--- src/rtl/fetch_pkg.sv ---
// Encodings shared between the instruction fetcher and the core scheduler.
package fetch_pkg;

    localparam logic [2:0] IDLE     = 3'b000;
    localparam logic [2:0] FETCHING = 3'b001;
    localparam logic [2:0] FETCHED  = 3'b010;

    localparam logic [2:0] FETCH  = 3'b001;
    localparam logic [2:0] DECODE = 3'b010;
    localparam logic [2:0] DONE   = 3'b111;

    typedef enum logic [2:0] {
        S_IDLE     = IDLE,
        S_FETCHING = FETCHING,
        S_FETCHED  = FETCHED
    } fetcher_state_e;

endpackage

--- src/rtl/fetch_queue.sv ---
// Circular prefetch FIFO: head_data is combinational from the head slot, count updates next edge.
// No internal backpressure; the owner must not push when full nor pop when empty. Flush beats push/pop.
module fetch_queue #(
    parameter int DEPTH     = 4,
    parameter int DATA_BITS = 16
) (
    input  logic                   clk,
    input  logic                   reset,
    input  logic                   push,
    input  logic [DATA_BITS-1:0]   push_data,
    input  logic                   pop,
    input  logic                   flush,
    output logic [DATA_BITS-1:0]   head_data,
    output logic [$clog2(DEPTH):0] count
);
    localparam int PW = $clog2(DEPTH);
    localparam int CW = $clog2(DEPTH) + 1;

    logic [DATA_BITS-1:0] slots [DEPTH];
    logic [PW-1:0]        rd_ptr;
    logic [PW-1:0]        wr_ptr;

    assign head_data = slots[rd_ptr];

    always_ff @(posedge clk) begin
        if (push && !flush && !reset) begin
            slots[wr_ptr] <= push_data;
        end
    end

    always_ff @(posedge clk) begin
        if (reset || flush) begin
            rd_ptr <= '0;
            wr_ptr <= '0;
            count  <= '0;
        end else begin
            if (push) wr_ptr <= wr_ptr + PW'(1);
            if (pop)  rd_ptr <= rd_ptr + PW'(1);
            case ({push, pop})
                2'b10:   count <= count + CW'(1);
                2'b01:   count <= count - CW'(1);
                default: count <= count;
            endcase
        end
    end

endmodule

--- src/rtl/prefetch_fetcher.sv ---
// Instruction fetcher with sequential prefetch: queue hit serves in 1 cycle, miss costs one memory round trip.
// Holds mem_read_valid until mem_read_ready; at most one read outstanding, issue stalls while the queue is full.
module prefetch_fetcher import fetch_pkg::*; #(
    parameter int PROGRAM_MEM_ADDR_BITS = 8,
    parameter int PROGRAM_MEM_DATA_BITS = 16,
    parameter int DEPTH                 = 4
) (
    input  logic                             clk,
    input  logic                             reset,
    input  logic [2:0]                       core_state,
    input  logic [PROGRAM_MEM_ADDR_BITS-1:0] current_pc,
    output logic                             mem_read_valid,
    output logic [PROGRAM_MEM_ADDR_BITS-1:0] mem_read_address,
    input  logic                             mem_read_ready,
    input  logic [PROGRAM_MEM_DATA_BITS-1:0] mem_read_data,
    output logic [2:0]                       fetcher_state,
    output logic [PROGRAM_MEM_DATA_BITS-1:0] instruction
);
    localparam int A  = PROGRAM_MEM_ADDR_BITS;
    localparam int CW = $clog2(DEPTH) + 1;

    fetcher_state_e                   state;
    logic [A-1:0]                     head_pc;
    logic                             drop;
    logic                             primed;
    logic [CW-1:0]                    count;
    logic [PROGRAM_MEM_DATA_BITS-1:0] head_data;

    // The single outstanding request is exactly the time valid is held high.
    logic in_flight;
    assign in_flight = mem_read_valid;

    logic accept, fetch_req, hit, miss, bypass, push, issue;
    assign accept    = mem_read_valid && mem_read_ready;
    assign fetch_req = (state == S_IDLE) && (core_state == FETCH);
    assign hit       = fetch_req && (count != '0) && (head_pc == current_pc);
    assign miss      = fetch_req && !hit;
    assign bypass    = (state == S_FETCHING) && accept && !drop;
    assign push      = accept && !drop && (state != S_FETCHING);
    // Nothing is streamed until the core has named a PC after reset.
    assign issue     = primed && !in_flight && (count < CW'(DEPTH)) &&
                       (core_state != DONE) && !miss;

    assign fetcher_state = state;

    fetch_queue #(
        .DEPTH    (DEPTH),
        .DATA_BITS(PROGRAM_MEM_DATA_BITS)
    ) u_queue (
        .clk      (clk),
        .reset    (reset),
        .push     (push),
        .push_data(mem_read_data),
        .pop      (hit),
        .flush    (miss),
        .head_data(head_data),
        .count    (count)
    );

    always_ff @(posedge clk) begin
        if (reset) begin
            state            <= S_IDLE;
            mem_read_valid   <= 1'b0;
            mem_read_address <= '0;
            instruction      <= '0;
            head_pc          <= '0;
            drop             <= 1'b0;
            primed           <= 1'b0;
        end else begin
            if (accept) begin
                mem_read_valid <= 1'b0;
                drop           <= 1'b0;
            end
            if (issue) begin
                mem_read_valid   <= 1'b1;
                mem_read_address <= head_pc + A'(count);
            end
            // Stale response gone: reissue the branch target with no idle gap.
            if (accept && drop) begin
                mem_read_valid   <= 1'b1;
                mem_read_address <= head_pc;
            end

            case (state)
                S_IDLE: begin
                    if (fetch_req) begin
                        primed <= 1'b1;
                        if (hit) begin
                            instruction <= head_data;
                            head_pc     <= head_pc + A'(1);
                            state       <= S_FETCHED;
                        end else begin
                            head_pc <= current_pc;
                            state   <= S_FETCHING;
                            if (in_flight && !mem_read_ready) begin
                                drop <= 1'b1;
                            end else begin
                                mem_read_valid   <= 1'b1;
                                mem_read_address <= current_pc;
                            end
                        end
                    end
                end
                S_FETCHING: begin
                    if (bypass) begin
                        instruction <= mem_read_data;
                        head_pc     <= head_pc + A'(1);
                        state       <= S_FETCHED;
                    end
                end
                S_FETCHED: begin
                    if (core_state == DECODE) state <= S_IDLE;
                end
                default: state <= S_IDLE;
            endcase
        end
    end

endmodule

--- config.mk ---
export PLATFORM = sky130hd
export DESIGN_NAME = prefetch_fetcher
export DESIGN_NICKNAME = d
export VERILOG_FILES = /design/src/rtl/fetch_pkg.sv /design/src/rtl/fetch_queue.sv /design/src/rtl/prefetch_fetcher.sv
export SDC_FILE = /design/constraint.sdc
export NUM_CORES = 1
export LEC_CHECK = 0
export CAP_MARGIN = 5
export CORE_MARGIN = 2
export CORE_UTILIZATION = 50
export DETAILED_ROUTE_END_ITERATION = 8
export PLACE_DENSITY = 0.75
export REMOVE_ABC_BUFFERS = 1
export SYNTH_ARGS = -nofsm -noshare
export SYNTH_HDL_FRONTEND = slang
export SYNTH_SLANG_ARGS = --single-unit
export TNS_END_PERCENT = 10
--- constraint.sdc ---
create_clock -name clk -period 3.4 [get_ports clk]
set_input_delay 1.02 -clock clk [delete_from_list [all_inputs] [get_ports clk]]
set_output_delay 1.02 -clock clk [all_outputs]
set_load 0.005 [all_outputs]
==> run metrics <==
status completed; CP Launch Point current_pc[4]; Synth Flop Type edfxtp_1; register bit total from synthesis 110; Synth-to-Final Area Change 23.4%; Clock Sinks between 100 and 150; Int Power ~1900 uW; worst slew pin tran 0.795 ns; core area 9730 sq um; final setup violation count 0; Comb pwr share 8.7%; Adder-Cell Fraction of Synth Area 3.06%; die area 10,800 sq um; Leak 0.00216 uW; first-pass GRT wire length 17.4 mm; drt first pass iters 4; switching part of the total 23.8%; Crit Path Category in -> reg; setup TNS 0 ns; syn_area_per_cell 11.8 sq um; part of the power in registers 58.0%; num rows 36; die width 104 um; IO Pins 58; Reg clk slew, reported paths 0.10 ns; CTS max path bufs 2; largest family of logic cells by synthesized area simple AND/OR/NAND/NOR gates; Inserted Diodes 0; FFs w/ async S/R, synth 0%; post-layout util between 60% and 70%; simple-gate share of the synthesized area 14.2%; largest fanout on the critical path 3; RSZ-0062 raised after global routing no; total wire length 10.5 mm; post-DP HPWL 7.26 mm; remaining global-route overflow 0; Initial DRC Count 211; compound-cell area share of the yosys netlist 10.6%; Worst-Skew Late Latency 0.38 ns; pwr/cell area 405 nW/um^2; most frequent cells in the layout edfxtp_1, clkdlybuf4s50_1, nor2_1, nand2_1, dfxtp_1; Hold Startpoint instruction[3]; Avg WL per Cell 16.4 um; layout cell share with drive strength beyond 1 ~16%; fin. max-slew vios 0; Clock Power Share 33.3%; Ys Warns 0; Vias 3,521; crit path DAT approximately 3.6 ns; vias per inst 5.50; Starting Density 51.2%; switching pwr approximately 590 uW; Reg-to-Reg Start head_pc[1]; Synth Instances 422; final period utilization 97.0%; initial antenna violation count 0; final hold vios 0; most common cell after layout, fill and taps aside edfxtp_1; total CTS buffers 9; Critical Path Start Type input pin; CP endpoint kind register; vias in the first global route around 3,500; EDFF count, synth 64; Max-slew headroom 46.9%; Layout Skew 0.0220 ns; H-tree Lvls 3; Max-cap violations 0; Unique masters post-synth 54; Final nets 543; largest net degree at the start of global routing 41; fillers 783; CTS tree done; multiplexer share of the synthesized area 8.63%; CP required 3.66 ns; IO buf count 56; mapped cell area about 5000 sq um; DRC 0; xor/xnor share of the synthesized area 2.63%; Max Freq between 300 and 400 MHz; Tot GR Track Use about a fifth; sequential share of the synthesized area between 50% and 60%; Die Ht 104 um; Peak VDD IR 0.000226 V; post-route ant nets 0; Final Wtd Congestion 0.858; clock root cell clkbuf_8; HP Class reg -> reg; min Tclk post-route ~3.3 ns
[per-layer routing]
metal / share of wire, % / vias up / global-route usage, %
li1: - / 1705 / -
met1: 42 / 1705 / 26.2
met2: 51 / 97 / 35.0
met3: 5.4 / 14 / 4.07
met4: 1.7 / 0 / 6.27
met5: 0 / - / 0
[path summary, 6_finish.rpt]
path                       to  slack (ns)  cells past startpoint
max          u_queue.count[2]        0.10                     11
min            instruction[3]        0.50                      2
max reg2reg  u_queue.count[2]        0.67                     10
min reg2reg    instruction[3]        0.50                      2
[synth_stat cells (all sizes together), types with 2 or more instances]
library cell / count / area share (%)
nor2b: 4 / 0.50
xor2: 6 / 1.1
dfxtp: 46 / 18
a221oi: 2 / 0.35
nor2: 54 / 4.1
inv: 12 / 0.90
mux4: 16 / 7.2
a21oi: 20 / 2.0
nand2: 48 / 3.6
ha: 9 / 2.3
nor3: 7 / 0.70
a311oi: 17 / 3.0
fa: 2 / 0.80
nand3b: 2 / 0.30
nor3b: 2 / 0.40
clkbuf: 14 / 1.1
mux2i: 7 / 1.4
a22oi: 3 / 0.45
o21ai: 13 / 1.3
and3: 8 / 1.0
xnor2: 9 / 1.6
and2: 4 / 0.50
nand3: 8 / 0.80
a211o: 2 / 0.35
or3: 3 / 0.48
buf: 13 / 1.9
nand2b: 6 / 0.75
a211oi: 4 / 0.60
o41ai: 2 / 0.50
edfxtp: 64 / 39
[cell families (layout without fill, tap and decap cells)]
family	count (synthesis)	after routing
flops	110	110
simple gates	150	150
other cells	1	1
mux	23	23
fa+ha+maj	11	11
buf+inv	39	124
compound gates	73	73
xor+xnor	15	15
[registers in the layout, summed over array words and instances, names as in the netlist, 2 cells and up, named ones only]
register and flops:
u_queue.wr_ptr 2, u_queue.slots 64, u_queue.rd_ptr 2, head_pc 8
mem_read_address 8, fetcher_state 2, instruction 16, u_queue.count 3
[worst max-delay path: stages]
cell,delay (ns)
clkdlybuf4s50_1,0.44
xor2_1,0.17
or4_4,0.47
nor4_4,0.32
ha_2,0.23
inv_1,0.05
fa_1,0.37
xor2_1,0.15
nor2_1,0.13
xnor2_1,0.13
nor2_1,0.07
[metrics by stage]
step | hold WS [ns] | setup slack, ns | std cells | cell area, sq um | power [uW]
5_1_grt | 0.530 | 0.0262 | 640 | 6150 | 2590
6_report | 0.502 | 0.103 | 640 | 6150 | 2490
2_1_floorplan | 0.440 | -0.0405 | 395 | 4840 | 1560
3_5_place_dp | 0.492 | -0.374 | 623 | 5920 | 1690
3_3_place_gp | 0.457 | -0.304 | 623 | 5920 | 1690
4_1_cts | 0.506 | 0.0240 | 639 | 6140 | 2520
[power by group through the flow]
stage | registers, uW | logic, uW | clock network (uW)
global placement | 1470 | 212 | 0
floorplan | 1470 | 90.3 | 0
finish | 1450 | 218 | 830
detailed placement | 1480 | 218 | 0
CTS | 1450 | 220 | 851
global route | 1450 | 239 | 899
[cell type report]
class	instances	area (sq um)	area share, %
Sequential cell	110	2840	46.2
Multi-Input combinational cell	273	1960	31.8
Timing Repair Buffer	96	928	15.1
Tap cell	133	166	2.70
Clock buffer	9	124	2.01
Clock inverter	7	92.6	1.50
Inverter	12	45.0	0.732
[repair_timing]
item                                    CTS  global route
hold buffers                              0             0
setup buffers                             0             1
gates resized for setup                   0             3
endpoints found under the setup margin    0             1
Power figures use the tool's default switching activity.
